==> config.mk <==
export PLATFORM = sky130hd
export DESIGN_NAME = sram_write_front
export DESIGN_NICKNAME = d
export VERILOG_FILES = /design/src/rtl/sram_write_front_pkg.sv /design/src/rtl/sram_req_fifo.sv /design/src/rtl/sram_write_front.sv
export SDC_FILE = /design/constraint.sdc
export NUM_CORES = 1
export LEC_CHECK = 0
export BUFFER_PORTS_ARGS = -buffer_cell sky130_fd_sc_hd__buf_2
export CORE_MARGIN = 5
export CORE_UTILIZATION = 37
export CTS_BUF_LIST = sky130_fd_sc_hd__clkbuf_8
export DETAILED_ROUTE_END_ITERATION = 6
export SLEW_MARGIN = 20
export SYNTH_ARGS = -nofsm -noshare
export SYNTH_HDL_FRONTEND = slang
export SYNTH_SLANG_ARGS = --single-unit
==> constraint.sdc <==
create_clock -name clk -period 4.8 [get_ports clk]
set_clock_uncertainty 0.05 [all_clocks]
set_input_delay 0.96 -clock clk [delete_from_list [all_inputs] [get_ports clk]]
set_output_delay 0.96 -clock clk [all_outputs]
set_load 0.03 [all_outputs]
==> src/rtl/sram_write_front_pkg.sv <==
// Shared definitions for the SRAM write front end.
//   - width encodings for the shifter conf field
//   - control FSM state enum
//   - mask_for(): byte-lane enables for a narrow write
package sram_write_front_pkg;

    localparam logic [1:0] CONF_32   = 2'b00;
    localparam logic [1:0] CONF_16   = 2'b01;
    localparam logic [1:0] CONF_8    = 2'b10;
    localparam logic [1:0] CONF_RSVD = 2'b11;

    typedef enum logic [1:0] {
        RUN   = 2'd0,
        DRAIN = 2'd1,
        APPLY = 2'd2
    } state_t;

    // Byte enables for a write of width 'conf' at byte offset 'addr_lo'.
    // 16-bit writes are halfword aligned, so addr_lo[0] is ignored.
    function automatic logic [3:0] mask_for(input logic [1:0] conf,
                                            input logic [1:0] addr_lo);
        logic [3:0] m;
        case (conf)
            CONF_32: m = 4'b1111;
            CONF_16: m = addr_lo[1] ? 4'b1100 : 4'b0011;
            CONF_8:  m = 4'b0001 << addr_lo;
            default: m = 4'b1111;   // reserved never reaches the conf register
        endcase
        return m;
    endfunction

endpackage

==> src/rtl/sram_req_fifo.sv <==
// Small synchronous FIFO holding queued SRAM write requests.
// Ports:
//   clk, rst_n   clock, synchronous active-low reset (flushes contents)
//   push, din    write an entry (ignored when full)
//   pop          drop the head entry (ignored when empty)
//   dout         head entry, combinational
//   full, empty  occupancy flags
module sram_req_fifo #(
    parameter int DEPTH = 2,
    parameter int W     = 8
) (
    input  logic         clk,
    input  logic         rst_n,
    input  logic         push,
    input  logic [W-1:0] din,
    input  logic         pop,
    output logic [W-1:0] dout,
    output logic         full,
    output logic         empty
);
    localparam int PW = $clog2(DEPTH);
    localparam logic [PW:0] FULL_CNT = (PW+1)'(DEPTH);

    logic [W-1:0]  mem [DEPTH];
    logic [PW-1:0] wr_ptr, rd_ptr;
    logic [PW:0]   count;
    logic          do_push, do_pop;

    assign full    = (count == FULL_CNT);
    assign empty   = (count == '0);
    assign do_push = push && !full;
    assign do_pop  = pop && !empty;
    assign dout    = mem[rd_ptr];

    // Storage carries no reset; only pointers/count define validity.
    always_ff @(posedge clk) begin
        if (do_push) mem[wr_ptr] <= din;
    end

    // DEPTH is a power of two, so pointer overflow is the modulo wrap.
    always_ff @(posedge clk) begin
        if (!rst_n) begin
            wr_ptr <= '0;
            rd_ptr <= '0;
            count  <= '0;
        end else begin
            if (do_push) wr_ptr <= wr_ptr + 1'b1;
            if (do_pop)  rd_ptr <= rd_ptr + 1'b1;
            case ({do_push, do_pop})
                2'b10:   count <= count + 1'b1;
                2'b01:   count <= count - 1'b1;
                default: count <= count;
            endcase
        end
    end

endmodule

==> src/rtl/sram_write_front.sv <==
// Write-request front end for the configurable-width SRAM.
// Queues narrow byte-addressed writes, derives word address and byte mask
// at accept time, and drives the head entry to the SRAM / input shifter.
// Owns the width register: a width change first drains every queued write
// so conf never moves under a pending write.
// Ports:
//   clk, rst_n                     clock, synchronous active-low reset
//   req_valid/ready, req_addr/data write request handshake
//   cfg_valid/ready, cfg_conf      width change request (ready = 1-cycle pulse)
//   cfg_err                        sticky, reserved width requested
//   sram_stall                     SRAM cannot take a write this cycle
//   we, waddr, wmask, D            head write towards SRAM / shifter
//   conf                           registered width to the shifter
module sram_write_front
    import sram_write_front_pkg::*;
#(
    parameter int AW    = 10,
    parameter int DEPTH = 2
) (
    input  logic          clk,
    input  logic          rst_n,
    input  logic          req_valid,
    output logic          req_ready,
    input  logic [AW-1:0] req_addr,
    input  logic [31:0]   req_data,
    input  logic          cfg_valid,
    input  logic [1:0]    cfg_conf,
    output logic          cfg_ready,
    output logic          cfg_err,
    input  logic          sram_stall,
    output logic          we,
    output logic [AW-3:0] waddr,
    output logic [3:0]    wmask,
    output logic [31:0]   D,
    output logic [1:0]    conf
);
    typedef struct packed {
        logic [AW-3:0] waddr;
        logic [31:0]   data;
        logic [3:0]    mask;
    } wreq_t;

    state_t     state, state_nx;
    logic [1:0] cfg_lat;
    logic       full, empty, push;
    wreq_t      push_ent, head;

    assign push_ent.waddr = req_addr[AW-1:2];
    assign push_ent.data  = req_data;
    assign push_ent.mask  = mask_for(conf, req_addr[1:0]);

    assign push = req_valid && req_ready;
    assign we   = !empty && !sram_stall;

    sram_req_fifo #(.DEPTH(DEPTH), .W($bits(wreq_t))) u_fifo (
        .clk   (clk),
        .rst_n (rst_n),
        .push  (push),
        .din   (push_ent),
        .pop   (we),
        .dout  (head),
        .full  (full),
        .empty (empty)
    );

    assign waddr = head.waddr;
    assign wmask = head.mask;
    assign D     = head.data;

    always_ff @(posedge clk) begin
        if (!rst_n) begin
            state   <= RUN;
            cfg_lat <= CONF_32;
            conf    <= CONF_32;
            cfg_err <= 1'b0;
        end else begin
            state <= state_nx;
            if (state == RUN && cfg_valid) cfg_lat <= cfg_conf;
            if (state == APPLY) begin
                if (cfg_lat == CONF_RSVD) cfg_err <= 1'b1;
                else                      conf    <= cfg_lat;
            end
        end
    end

    // Config has priority over a same-cycle request, and a full FIFO
    // blocks accept even if the head pops this cycle.
    always_comb begin
        state_nx  = state;
        req_ready = 1'b0;
        cfg_ready = 1'b0;
        case (state)
            RUN: begin
                req_ready = !full && !cfg_valid;
                if (cfg_valid) state_nx = DRAIN;
            end
            DRAIN: begin
                if (empty) state_nx = APPLY;
            end
            APPLY: begin
                cfg_ready = 1'b1;
                state_nx  = RUN;
            end
            default: state_nx = RUN;
        endcase
    end

endmodule
==> metrics.txt, run 1 <==
# TYPE chip_impl_metric gauge
chip_impl_metric{name="die-area",unit="mm2"} 0.0123
chip_impl_metric{name="detail_route.first_pass.iterations",unit=""} 4
chip_impl_info{name="crit_chain",value="mux2_2 -> buf_2"} 1
chip_impl_metric{name="postPlaceCellArea",unit="mm2"} 0.00441
chip_impl_info{name="post_synth_most_frequent_cells",value="88 x sky130_fd_sc_hd__edfxtp_1, 44 x sky130_fd_sc_hd__mux2_2, 12 x sky130_fd_sc_hd__dfxtp_1"} 1
chip_impl_metric{name="worst_skew_pair.late_latency",unit="ns"} 0.34
chip_impl_metric{name="timing.critical_path.buf_inv",unit=""} 1
chip_impl_info{name="synthMostInstantiatedCell",value="sky130_fd_sc_hd__edfxtp_1"} 1
chip_impl_metric{name="synth_edf_count",unit=""} 88
chip_impl_metric{name="reported_max_cap_violation_count",unit=""} 0
chip_impl_info{name="timing.setup.critical_path_class",value="reg -> out"} 1
chip_impl_info{name="postSynth.topFlopCell",value="sky130_fd_sc_hd__edfxtp_1"} 1
chip_impl_metric{name="die_h",unit="um"} 111
chip_impl_metric{name="setup-violations-final",unit=""} 0
chip_impl_info{name="run_status",value="finished, final reports clean"} 1
chip_impl_metric{name="first_global_vias",unit=""} 2133
chip_impl_metric{name="drt_drc_violations_left",unit=""} 0
chip_impl_metric{name="multi_input_comb_area",unit="um2"} 832
chip_impl_info{name="cp-start-kind",value="flop"} 1
chip_impl_metric{name="core_area",unit="mm2"} 0.00986
chip_impl_metric{name="cts_sinks",unit=""} 100
chip_impl_info{name="rr_endpoint",value="u_fifo.mem[1][1]"} 1
chip_impl_metric{name="rows",unit=""} 36
chip_impl_metric{name="synth.yosys.seq_area_share",unit="%"} 76.6
chip_impl_info{name="worstHoldEndpoint",value="cfg_err"} 1
chip_impl_metric{name="syn_inst",unit=""} 204
chip_impl_metric{name="total_clock_buffers_created_by_cts",unit=""} 9
chip_impl_metric{name="fin_tns_setup",unit="ns"} 0
chip_impl_info{name="synth_top_cells_by_area",value="sky130_fd_sc_hd__edfxtp_1 70%, sky130_fd_sc_hd__mux2_2 13%, sky130_fd_sc_hd__dfxtp_1 6.4%, sky130_fd_sc_hd__ha_1 1.0%, sky130_fd_sc_hd__mux2i_1 0.80%"} 1
chip_impl_metric{name="reg2reg_setup_slack",unit="ns"} 2.30
chip_impl_metric{name="layout.area.seq",unit="mm2"} 0.00288
chip_impl_metric{name="synth_area_per_cell",unit="um2"} 18.4
chip_impl_metric{name="holdBufCountCts",unit=""} 0
chip_impl_info{name="worstSetupEndpointType",value="output port"} 1
chip_impl_metric{name="yosys_register_bits",unit=""} 100
chip_impl_metric{name="pin_count",unit=""} 99
chip_impl_metric{name="routedWlPerCell",unit="um"} 15.1
chip_impl_metric{name="number_of_vias_in_the_routed_layout",unit=""} 2009
chip_impl_info{name="unrepaired_setup_endpoints_after_global_routing",value="false"} 1
chip_impl_metric{name="synth_largest_type_area_fraction",unit="%"} 70.3
chip_impl_metric{name="grt_antenna_before_repair",unit=""} 0
chip_impl_info{name="critical_path.top_delay_family",value="flip-flops"} 1
chip_impl_metric{name="antennaDiodeCount",unit=""} 0
chip_impl_metric{name="gp_congestion",unit=""} 0.694
chip_impl_metric{name="nets",unit=""} 360
chip_impl_metric{name="final_min_period_over_clock_period",unit="%"} 63.8
chip_impl_metric{name="syn_nets",unit=""} 256
chip_impl_metric{name="arrival",unit="ns"} 2.05
chip_impl_metric{name="dp_hpwl",unit="mm"} 4.56
chip_impl_metric{name="timing_worst_slew_pin_value",unit="ns"} 1.09
chip_impl_metric{name="syn-cell-area",unit="mm2"} 0.00376
chip_impl_metric{name="h-tree-depth",unit=""} 3
chip_impl_metric{name="post_cts.resized_instances",unit=""} 0
chip_impl_metric{name="postcts_setup_bufs",unit=""} 0
chip_impl_metric{name="ctsLongestPathBuffers",unit=""} 2
chip_impl_info{name="critical_path.reg2reg.startpoint",value="u_fifo.count[0]"} 1
chip_impl_metric{name="postLayoutSetupSlackWorst",unit="ns"} 1.74
chip_impl_metric{name="routed_via_density",unit=""} 4.50
chip_impl_metric{name="worstRegToRegCells",unit=""} 4
chip_impl_info{name="tritoncts_clock_tree",value="yes"} 1
chip_impl_metric{name="fin_total_pwr",unit="mW"} 2.18
chip_impl_metric{name="ys_warn_count",unit=""} 0
chip_impl_metric{name="crit_path_max_fanout",unit=""} 44
chip_impl_metric{name="number_of_distinct_library_cell_variants_in_the_gate_level_netlist_after_synthesis",unit=""} 27
chip_impl_info{name="critical-path-slowest-cell",value="sky130_fd_sc_hd__dfxtp_2"} 1
chip_impl_metric{name="total_leakage_power",unit="nW"} 1.71
chip_impl_metric{name="cts.reportedPaths.clkPinSlew",unit="ns"} 0.09
chip_impl_metric{name="vdd_ir_drop_max",unit="uV"} 258
chip_impl_metric{name="gr-total-overflow",unit=""} 0
chip_impl_metric{name="cp.required",unit="ns"} 3.79
chip_impl_metric{name="timing.critical_path.depth",unit=""} 2
chip_impl_metric{name="drt-total-wl",unit="mm"} 6.73
chip_impl_metric{name="place_worst_setup_slack",unit="ns"} 1.59
chip_impl_metric{name="max_stage_delay",unit="ns"} 1.04
chip_impl_metric{name="layout.core_utilization",unit="%"} 46.9
chip_impl_info{name="worstHoldPathType",value="reg -> reg"} 1
chip_impl_metric{name="initial_core_utilization",unit="%"} 38.1
chip_impl_metric{name="report.final.slew_viol_count",unit=""} 0
chip_impl_metric{name="drt-initial-drc-count",unit=""} 56
chip_impl_metric{name="total_routing_usage_reported_by_global_routing",unit="%"} 10.9
chip_impl_metric{name="final.min_clock_period",unit="ns"} 3.06
chip_impl_metric{name="layout.cell_area.non_filler",unit="mm2"} 0.00463
chip_impl_metric{name="io_buffers",unit=""} 98
chip_impl_metric{name="hold_violations",unit=""} 0
chip_impl_metric{name="finalHoldWorstSlack",unit="ns"} 0.459
chip_impl_metric{name="achievable-frequency",unit="GHz"} 0.327
chip_impl_metric{name="chipWidth",unit="um"} 111
chip_impl_metric{name="fill_cells",unit=""} 872
chip_impl_metric{name="post_layout_nonfiller_instances",unit=""} 446
chip_impl_metric{name="postRouteAntennaNets",unit=""} 0
chip_impl_info{name="hold_start",value="cfg_err"} 1
chip_impl_metric{name="syn2layout_area_growth",unit="%"} 23.0
chip_impl_metric{name="relSlewSlack",unit="%"} 27.3
chip_impl_metric{name="async_reset_ff_share",unit="%"} 0
chip_impl_info{name="cts_root_buffer",value="sky130_fd_sc_hd__clkbuf_8"} 1
chip_impl_metric{name="power_per_cell_area",unit="mW/mm2"} 471
chip_impl_metric{name="placed_instance_count",unit=""} 430
chip_impl_metric{name="grt_start_max_net_pins",unit=""} 45
chip_impl_metric{name="grt_first_pass_wirelength",unit="mm"} 10.5
chip_impl_metric{name="share_of_post_route_cells_with_drive_strength_above_1",unit="%"} 52.4
chip_impl_info{name="netlist.top_cell.by_area",value="sky130_fd_sc_hd__edfxtp_1"} 1
chip_impl_metric{name="min_delay_path_depth",unit=""} 2
## metal layers
| layer | up-vias | share of wire [%] | global-route usage (%) |
|---|---|---|---|
| met1 | 955 | 45 | 13.7 |
| met3 | 8 | 8.4 | 5.40 |
| met5 | - | 0 | 0 |
| li1 | 983 | - | - |
| met4 | 0 | 0.91 | 2.96 |
| met2 | 63 | 46 | 16.7 |
## flip-flops by register name (all words and copies together) (netlist names), named ones only
name	count
u_fifo.mem	88
u_fifo.rd_ptr	1
u_fifo.wr_ptr	1
cfg_lat	2
cfg_err	1
state	2
u_fifo.count	2
conf	2
## layout make-up
cell class,instances,area share [%]
flip-flops and latches,100,62.3
multi-input cells,91,18.0
repair buffers,100,10.9
well taps,133,3.60
clock buffers,9,2.68
clock inverters,7,1.97
inverters,6,0.487
## how the worst max path moves through the flow
stage,start,to
3_3_place_gp,cfg_valid,u_fifo.mem[1][5]
5_1_grt,flop,D[10]
2_1_floorplan,cfg_valid,u_fifo.mem[0][0]
4_1_cts,flop,waddr[7]
6_report,flop,waddr[7]
3_5_place_dp,cfg_valid,u_fifo.mem[0][19]
## where the power goes
part	switching, mW	internal (mW)
sequential	0.0634	1.03
clock	0.273	0.293
combinational	0.322	0.203
total	0.658	1.52
## cells in the final DEF (no fill, tap or decap), drive strengths merged, types with 3 or more instances in the layout
master  netlist  final
o21bai        4      4
ha            3      3
nand2         3      3
edfxtp       88     88
buf           5    100
mux2         44     44
inv           6      8
dfxtp        12     12
clkinv        0      3
o21ai         3      3
nor2b         4      4
clkbuf        2      9
nor2          7      7
nand2b        3      3
mux2i         3      3
a21boi        3      3
## cells by family after synthesis
logic type / Yosys count / synth area share (%)
compound gates: 15 / 2.73
xor+xnor: 2 / 0.466
fa+ha+maj: 3 / 0.998
buf+inv: 13 / 1.63
flops: 100 / 76.6
mux: 47 / 14.0
simple gates: 24 / 3.56
## worst register-to-register path: cells and delay by family (launching register included)
family	cells	cell delay, ns
buffers and inverters	1	0.39
flip-flops	1	0.42
AND/OR/NAND/NOR	3	1.33
(Power assumes the default switching activity.)
==> run 2, diff against run 1 <==
Settings changed: ABC_AREA from default to 1.
Clock period 4.8 ns to 2.7 ns, I/O delays scaled along.
==> metrics.txt, run 2 <==
# TYPE chip_impl_metric gauge
chip_impl_metric{name="die-area",unit="mm2"} 0.0129
chip_impl_metric{name="drt_drc_violations_left",unit=""} 0
chip_impl_metric{name="postRouteAntennaNets",unit=""} 0
chip_impl_metric{name="fin_total_pwr",unit="mW"} 3.43
chip_impl_metric{name="synth_area_per_cell",unit="um2"} 17.7
chip_impl_metric{name="layout.core_utilization",unit="%"} 46.5
chip_impl_metric{name="arrival",unit="ns"} 1.52
chip_impl_info{name="cts_root_buffer",value="sky130_fd_sc_hd__clkbuf_8"} 1
chip_impl_info{name="post_synth_most_frequent_cells",value="88 x sky130_fd_sc_hd__edfxtp_1, 40 x sky130_fd_sc_hd__mux2_4, 17 x sky130_fd_sc_hd__nand2_1"} 1
chip_impl_metric{name="cts_sinks",unit=""} 100
chip_impl_metric{name="number_of_flip_flops_in_the_largest_register",unit=""} 88
chip_impl_info{name="most_common_cell_after_layout_fill_and_taps_aside",value="sky130_fd_sc_hd__buf_2"} 1
chip_impl_metric{name="holdBufCountCts",unit=""} 0
chip_impl_info{name="synthMostInstantiatedCell",value="sky130_fd_sc_hd__edfxtp_1"} 1
chip_impl_metric{name="routedWlPerCell",unit="um"} 14.8
chip_impl_metric{name="drt-initial-drc-count",unit=""} 67
chip_impl_metric{name="first_global_vias",unit=""} 2329
chip_impl_metric{name="min_delay_path_depth",unit=""} 1
chip_impl_metric{name="postPlaceCellArea",unit="mm2"} 0.00463
chip_impl_metric{name="h-tree-depth",unit=""} 3
chip_impl_info{name="worstSetupEndpointType",value="output port"} 1
chip_impl_metric{name="cts.reportedPaths.clkPinSlew",unit="ns"} 0.10
chip_impl_metric{name="setup-violations-final",unit=""} 0
chip_impl_metric{name="max_stage_delay",unit="ns"} 0.36
chip_impl_metric{name="pin_count",unit=""} 99
chip_impl_metric{name="worst_skew_pair.late_latency",unit="ns"} 0.35
chip_impl_info{name="worstHoldPathType",value="in -> reg"} 1
chip_impl_metric{name="fill_cells",unit=""} 948
chip_impl_metric{name="antennaDiodeCount",unit=""} 0
chip_impl_metric{name="power_per_cell_area",unit="mW/mm2"} 711
chip_impl_metric{name="synth_edf_count",unit=""} 88
chip_impl_metric{name="number_of_vias_in_the_routed_layout",unit=""} 2163
chip_impl_info{name="synth_top_cells_by_area",value="sky130_fd_sc_hd__edfxtp_1 67%, sky130_fd_sc_hd__mux2_4 15%, sky130_fd_sc_hd__dfxtp_1 6.1%, sky130_fd_sc_hd__nand2_1 1.6%, sky130_fd_sc_hd__buf_6 1.4%"} 1
chip_impl_metric{name="ys_warn_count",unit=""} 0
chip_impl_metric{name="total_clock_buffers_created_by_cts",unit=""} 9
chip_impl_metric{name="final.min_clock_period",unit="ns"} 2.11
chip_impl_metric{name="share_of_post_route_cells_with_drive_strength_above_1",unit="%"} 51.3
chip_impl_metric{name="cp.required",unit="ns"} 2.11
chip_impl_info{name="registers.top_by_ff_count",value="u_fifo.mem"} 1
chip_impl_info{name="unrepaired_setup_endpoints_after_global_routing",value="false"} 1
chip_impl_metric{name="reported_max_cap_violation_count",unit=""} 0
chip_impl_info{name="rr_endpoint",value="u_fifo.count[1]"} 1
chip_impl_metric{name="layout.cell_area.non_filler",unit="mm2"} 0.00482
chip_impl_metric{name="total_leakage_power",unit="nW"} 1.89
chip_impl_info{name="run_status",value="finished, final reports clean"} 1
chip_impl_metric{name="grt_first_pass_wirelength",unit="mm"} 11.2
chip_impl_metric{name="worstRegToRegCells",unit=""} 7
chip_impl_info{name="netlist.top_cell.by_area",value="sky130_fd_sc_hd__edfxtp_1"} 1
chip_impl_metric{name="syn2layout_area_growth",unit="%"} 21.9
chip_impl_metric{name="relSlewSlack",unit="%"} 82.2
chip_impl_metric{name="ctsLongestPathBuffers",unit=""} 2
chip_impl_metric{name="syn-cell-area",unit="mm2"} 0.00395
chip_impl_metric{name="timing_worst_slew_pin_value",unit="ns"} 0.266
chip_impl_metric{name="reg2reg_setup_slack",unit="ns"} 1.08
chip_impl_info{name="timing.setup.critical_path_class",value="reg -> out"} 1
chip_impl_metric{name="report.final.slew_viol_count",unit=""} 0
chip_impl_metric{name="rows",unit=""} 37
chip_impl_info{name="cp-start-kind",value="flop"} 1
chip_impl_metric{name="nets",unit=""} 382
chip_impl_metric{name="fin_tns_setup",unit="ns"} 0
chip_impl_metric{name="grt_start_max_net_pins",unit=""} 45
chip_impl_metric{name="syn_inst",unit=""} 223
chip_impl_metric{name="crit_path_max_fanout",unit=""} 31
chip_impl_metric{name="yosys_register_bits",unit=""} 100
chip_impl_metric{name="grt_antenna_before_repair",unit=""} 0
chip_impl_metric{name="achievable-frequency",unit="GHz"} 0.475
chip_impl_info{name="worstHoldEndpoint",value="u_fifo.mem[1][37]"} 1
chip_impl_metric{name="detail_route.first_pass.iterations",unit=""} 4
chip_impl_metric{name="chipWidth",unit="um"} 113
chip_impl_metric{name="number_of_distinct_library_cell_variants_in_the_gate_level_netlist_after_synthesis",unit=""} 22
chip_impl_metric{name="gp_congestion",unit=""} 0.742
chip_impl_metric{name="gr-total-overflow",unit=""} 0
chip_impl_metric{name="total_routing_usage_reported_by_global_routing",unit="%"} 11.2
chip_impl_info{name="critical-path-slowest-cell",value="sky130_fd_sc_hd__dfxtp_2"} 1
chip_impl_info{name="layout.cells.most_common_list",value="98 x sky130_fd_sc_hd__buf_2, 88 x sky130_fd_sc_hd__edfxtp_1, 40 x sky130_fd_sc_hd__mux2_4, 17 x sky130_fd_sc_hd__nand2_1, 13 x sky130_fd_sc_hd__inv_1"} 1
chip_impl_metric{name="async_reset_ff_share",unit="%"} 0
chip_impl_info{name="tritoncts_clock_tree",value="yes"} 1
chip_impl_metric{name="io_buffers",unit=""} 98
chip_impl_metric{name="hold_violations",unit=""} 0
chip_impl_metric{name="timing.critical_path.depth",unit=""} 3
chip_impl_metric{name="synth_largest_type_area_fraction",unit="%"} 66.8
chip_impl_metric{name="synth.yosys.seq_area_share",unit="%"} 72.9
chip_impl_metric{name="die_h",unit="um"} 113
chip_impl_metric{name="timing.critical_path.buf_inv",unit=""} 2
chip_impl_metric{name="post_cts.resized_instances",unit=""} 0
chip_impl_metric{name="syn_nets",unit=""} 275
chip_impl_info{name="postSynth.topFlopCell",value="sky130_fd_sc_hd__edfxtp_1"} 1
chip_impl_metric{name="vdd_ir_drop_max",unit="uV"} 377
chip_impl_metric{name="postcts_setup_bufs",unit=""} 0
chip_impl_info{name="critical_path.top_delay_family",value="buffers and inverters"} 1
chip_impl_info{name="critical_path.reg2reg.startpoint",value="u_fifo.count[1]"} 1
chip_impl_metric{name="core_area",unit="mm2"} 0.0104
chip_impl_metric{name="routed_via_density",unit=""} 4.59
chip_impl_metric{name="finalHoldWorstSlack",unit="ns"} 0.315
chip_impl_info{name="crit_chain",value="buf_12 -> mux2_2 -> buf_2"} 1
chip_impl_info{name="hold_start",value="req_addr[3]"} 1
chip_impl_metric{name="initial_core_utilization",unit="%"} 38.1
chip_impl_metric{name="final_min_period_over_clock_period",unit="%"} 78.0
chip_impl_metric{name="dp_hpwl",unit="mm"} 4.78
chip_impl_metric{name="drt-total-wl",unit="mm"} 6.96
==> run 2: cell types whose count changed in the layout (fill, tap and decap cells not counted), moves of 6 or more <==
cell / previous run / this run
sky130_fd_sc_hd__a21oi_1: 2 / 8
sky130_fd_sc_hd__inv_1: 7 / 13
sky130_fd_sc_hd__mux2_2: 44 / 4
sky130_fd_sc_hd__mux2_4: 0 / 40
sky130_fd_sc_hd__nand2_1: 3 / 17
sky130_fd_sc_hd__nand3_1: 0 / 8
==> run 2: layer usage <==
| metal | wire (um) | GRT usage [%] | vias to the layer above |
|---|---|---|---|
| li1 | - | - | 1038 |
| met1 | 2870 | 13.0 | 1046 |
| met2 | 3450 | 19.4 | 69 |
| met3 | 542 | 3.55 | 10 |
| met4 | 93 | 4.33 | 0 |
| met5 | 0 | 0 | - |
==> run 2: area by class of cell <==
type / instances / area (um2) / area share, %
flip-flops and latches: 100 / 2880 / 59.8
multi-input cells: 102 / 961 / 19.9
repair buffers: 102 / 558 / 11.6
well taps: 136 / 170 / 3.53
clock buffers: 9 / 124 / 2.57
clock inverters: 7 / 67.6 / 1.40
inverters: 15 / 56.3 / 1.17
==> run 2: worst max-delay path by stage <==
stage / from / to
after floorplan: cfg_valid / u_fifo.mem[0][0]
after global placement: cfg_valid / u_fifo.count[1]
after detailed placement: cfg_valid / u_fifo.count[1]
after CTS: flop / wmask[0]
after global routing: flop / waddr[6]
final: flop / waddr[7]
==> run 2: power by group <==
part           leakage [nW]  internal [mW]  switching [mW]
Clock                0.0958          0.361           0.546
Sequential            0.893           1.77          0.0324
Combinational         0.901          0.287           0.430
Total                  1.89           2.42            1.01
==> run 2: stage by stage <==
stage	std cells	worst slack (ns)
2_1_floorplan	223	0.359
3_3_place_gp	455	0.910
3_5_place_dp	455	0.890
4_1_cts	471	0.555
5_1_grt	471	0.515
6_report	471	0.593
==> run 2: logic make-up after synthesis <==
group	share of synthesized area (%)
flops	72.9
mux	16.3
compound gates	1.77
simple gates	5.06
buf+inv	2.97
fa+ha+maj	0.949
==> run 3, diff against run 2 <==
Clock period 2.7 ns to 1.7 ns, I/O delays scaled along.
==> metrics.txt, run 3 (same netlist as run 2, synthesis figures left out) <==
# TYPE chip_impl_metric gauge
chip_impl_info{name="run_status",value="finished, violations left"} 1
chip_impl_info{name="violations",value="negative setup slack"} 1
chip_impl_metric{name="pin_count",unit=""} 99
chip_impl_info{name="worstHoldPathType",value="in -> reg"} 1
chip_impl_metric{name="fin_total_pwr",unit="mW"} 5.94
chip_impl_metric{name="grt_start_max_net_pins",unit=""} 45
chip_impl_metric{name="dp_hpwl",unit="mm"} 4.75
chip_impl_info{name="cts_root_buffer",value="sky130_fd_sc_hd__clkbuf_8"} 1
chip_impl_metric{name="relSlewSlack",unit="%"} 82.7
chip_impl_info{name="timing.setup.critical_path_class",value="reg -> out"} 1
chip_impl_metric{name="postPlaceCellArea",unit="mm2"} 0.00467
chip_impl_metric{name="vdd_ir_drop_max",unit="uV"} 468
chip_impl_metric{name="number_of_vias_in_the_routed_layout",unit=""} 2187
chip_impl_metric{name="ctsLongestPathBuffers",unit=""} 2
chip_impl_metric{name="drt_drc_violations_left",unit=""} 0
chip_impl_metric{name="total_routing_usage_reported_by_global_routing",unit="%"} 11.6
chip_impl_info{name="registers.top_by_ff_count",value="u_fifo.mem"} 1
chip_impl_metric{name="drt-initial-drc-count",unit=""} 69
chip_impl_info{name="crit_chain",value="buf_12 -> buf_12 -> mux2_4 -> buf_6"} 1
chip_impl_metric{name="die_h",unit="um"} 113
chip_impl_info{name="critical-path-slowest-cell",value="sky130_fd_sc_hd__dfxtp_4"} 1
chip_impl_metric{name="routed_via_density",unit=""} 4.53
chip_impl_metric{name="cts_sinks",unit=""} 100
chip_impl_metric{name="share_of_post_route_cells_with_drive_strength_above_1",unit="%"} 53.9
chip_impl_metric{name="postLayoutSetupSlackWorst",unit="ns"} -0.145
chip_impl_metric{name="h-tree-depth",unit=""} 3
chip_impl_info{name="cp-start-kind",value="flop"} 1
chip_impl_metric{name="final.min_clock_period",unit="ns"} 1.84
chip_impl_metric{name="worst_skew_pair.late_latency",unit="ns"} 0.35
chip_impl_metric{name="cts.reportedPaths.clkPinSlew",unit="ns"} 0.10
chip_impl_metric{name="grt_antenna_before_repair",unit=""} 1
chip_impl_metric{name="layout.core_utilization",unit="%"} 51.9
chip_impl_metric{name="io_buffers",unit=""} 98
chip_impl_metric{name="report.final.slew_viol_count",unit=""} 0
chip_impl_metric{name="layout.cell_area.non_filler",unit="mm2"} 0.00538
chip_impl_metric{name="placed_instance_count",unit=""} 457
chip_impl_metric{name="cp.required",unit="ns"} 1.31
chip_impl_metric{name="nets",unit=""} 394
chip_impl_info{name="critPathMostFrequentCell",value="sky130_fd_sc_hd__buf_12"} 1
chip_impl_metric{name="post_layout_nonfiller_instances",unit=""} 483
chip_impl_metric{name="total_clock_buffers_created_by_cts",unit=""} 9
chip_impl_metric{name="arrival",unit="ns"} 1.45
chip_impl_info{name="layout.cells.most_common_list",value="88 x sky130_fd_sc_hd__edfxtp_1, 52 x sky130_fd_sc_hd__buf_2, 46 x sky130_fd_sc_hd__buf_6, 44 x sky130_fd_sc_hd__mux2_4, 16 x sky130_fd_sc_hd__nand2_1"} 1
chip_impl_metric{name="postRouteAntennaNets",unit=""} 0
chip_impl_metric{name="achievable-frequency",unit="GHz"} 0.542
chip_impl_metric{name="rows",unit=""} 37
chip_impl_metric{name="reported_max_cap_violation_count",unit=""} 0
chip_impl_metric{name="antennaDiodeCount",unit=""} 0
chip_impl_metric{name="finalHoldWorstSlack",unit="ns"} 0.117
chip_impl_metric{name="detail_route.first_pass.iterations",unit=""} 5
chip_impl_metric{name="timing.critical_path.buf_inv",unit=""} 3
chip_impl_metric{name="core_area",unit="mm2"} 0.0104
chip_impl_metric{name="number_of_flip_flops_in_the_largest_register",unit=""} 88
chip_impl_metric{name="grt_first_pass_wirelength",unit="mm"} 11.5
chip_impl_metric{name="syn2layout_area_growth",unit="%"} 36.1
chip_impl_metric{name="fin_tns_setup",unit="ns"} -5.90
chip_impl_metric{name="max_stage_delay",unit="ns"} 0.38
chip_impl_metric{name="hold_violations",unit=""} 0
chip_impl_info{name="worstSetupEndpointType",value="output port"} 1
chip_impl_metric{name="chipWidth",unit="um"} 113
chip_impl_metric{name="gr-total-overflow",unit=""} 0
chip_impl_info{name="most_common_cell_after_layout_fill_and_taps_aside",value="sky130_fd_sc_hd__edfxtp_1"} 1
chip_impl_metric{name="first_global_vias",unit=""} 2328
chip_impl_metric{name="drt-total-wl",unit="mm"} 7.27
chip_impl_metric{name="final_min_period_over_clock_period",unit="%"} 109
chip_impl_metric{name="gp_congestion",unit=""} 0.774
chip_impl_metric{name="die-area",unit="mm2"} 0.0129
chip_impl_info{name="tritoncts_clock_tree",value="yes"} 1
chip_impl_info{name="unrepaired_setup_endpoints_after_global_routing",value="true"} 1
chip_impl_metric{name="initial_core_utilization",unit="%"} 38.1
chip_impl_metric{name="total_leakage_power",unit="nW"} 2.09
chip_impl_info{name="critical_path.top_delay_family",value="buffers and inverters"} 1
chip_impl_metric{name="place_worst_setup_slack",unit="ns"} 0.0817
chip_impl_metric{name="crit_path_max_fanout",unit=""} 6
chip_impl_metric{name="routedWlPerCell",unit="um"} 15.1
chip_impl_metric{name="setup-violations-final",unit=""} 44
chip_impl_metric{name="power_per_cell_area",unit="mW/mm2"} 1100
chip_impl_metric{name="timing_worst_slew_pin_value",unit="ns"} 0.260
run 3: final timing paths:
check / startpoint / end / slack (ns) / cells after the start
min: req_data[14] / u_fifo.mem[0][18] / 0.12 / 1
min reg2reg: cfg_lat[1] / cfg_lat[1] / 0.43 / 2
max: flop / D[12] / -0.14 / 4
max reg2reg: state[1] / u_fifo.count[1] / 0.14 / 7
run 3: final cells by class:
| cell class | instances | area [um2] |
|---|---|---|
| clock buffers | 9 | 124 |
| inverters | 15 | 60.1 |
| fillers | 886 | 4990 |
| well taps | 136 | 170 |
| flip-flops and latches | 100 | 2890 |
| clock inverters | 7 | 76.3 |
| repair buffers | 114 | 1070 |
| multi-input cells | 102 | 987 |
run 3: layer usage:
metal | GRT usage, % | part of all wire [%]
met1 | 13.4 | 41
met2 | 19.9 | 50
met3 | 3.87 | 7.6
met4 | 4.33 | 1.3
met5 | 0 | 0.18
run 3: timing repair:
| action | 4_1_cts | 5_1_grt |
|---|---|---|
| hold buffers | 0 | 0 |
| buffers inserted | 4 | 1 |
| pin swaps | 0 | 1 |
| resized for setup | 103 | 6 |
| endpoints found under the setup margin | 45 | 47 |
| gates cloned | 4 | 1 |
run 3: power breakdown:
part | internal [mW] | switching, mW | total (mW)
Combinational | 0.799 | 0.764 | 1.56
Clock | 0.691 | 0.818 | 1.51
Sequential | 2.82 | 0.0529 | 2.87
Total | 4.31 | 1.64 | 5.94
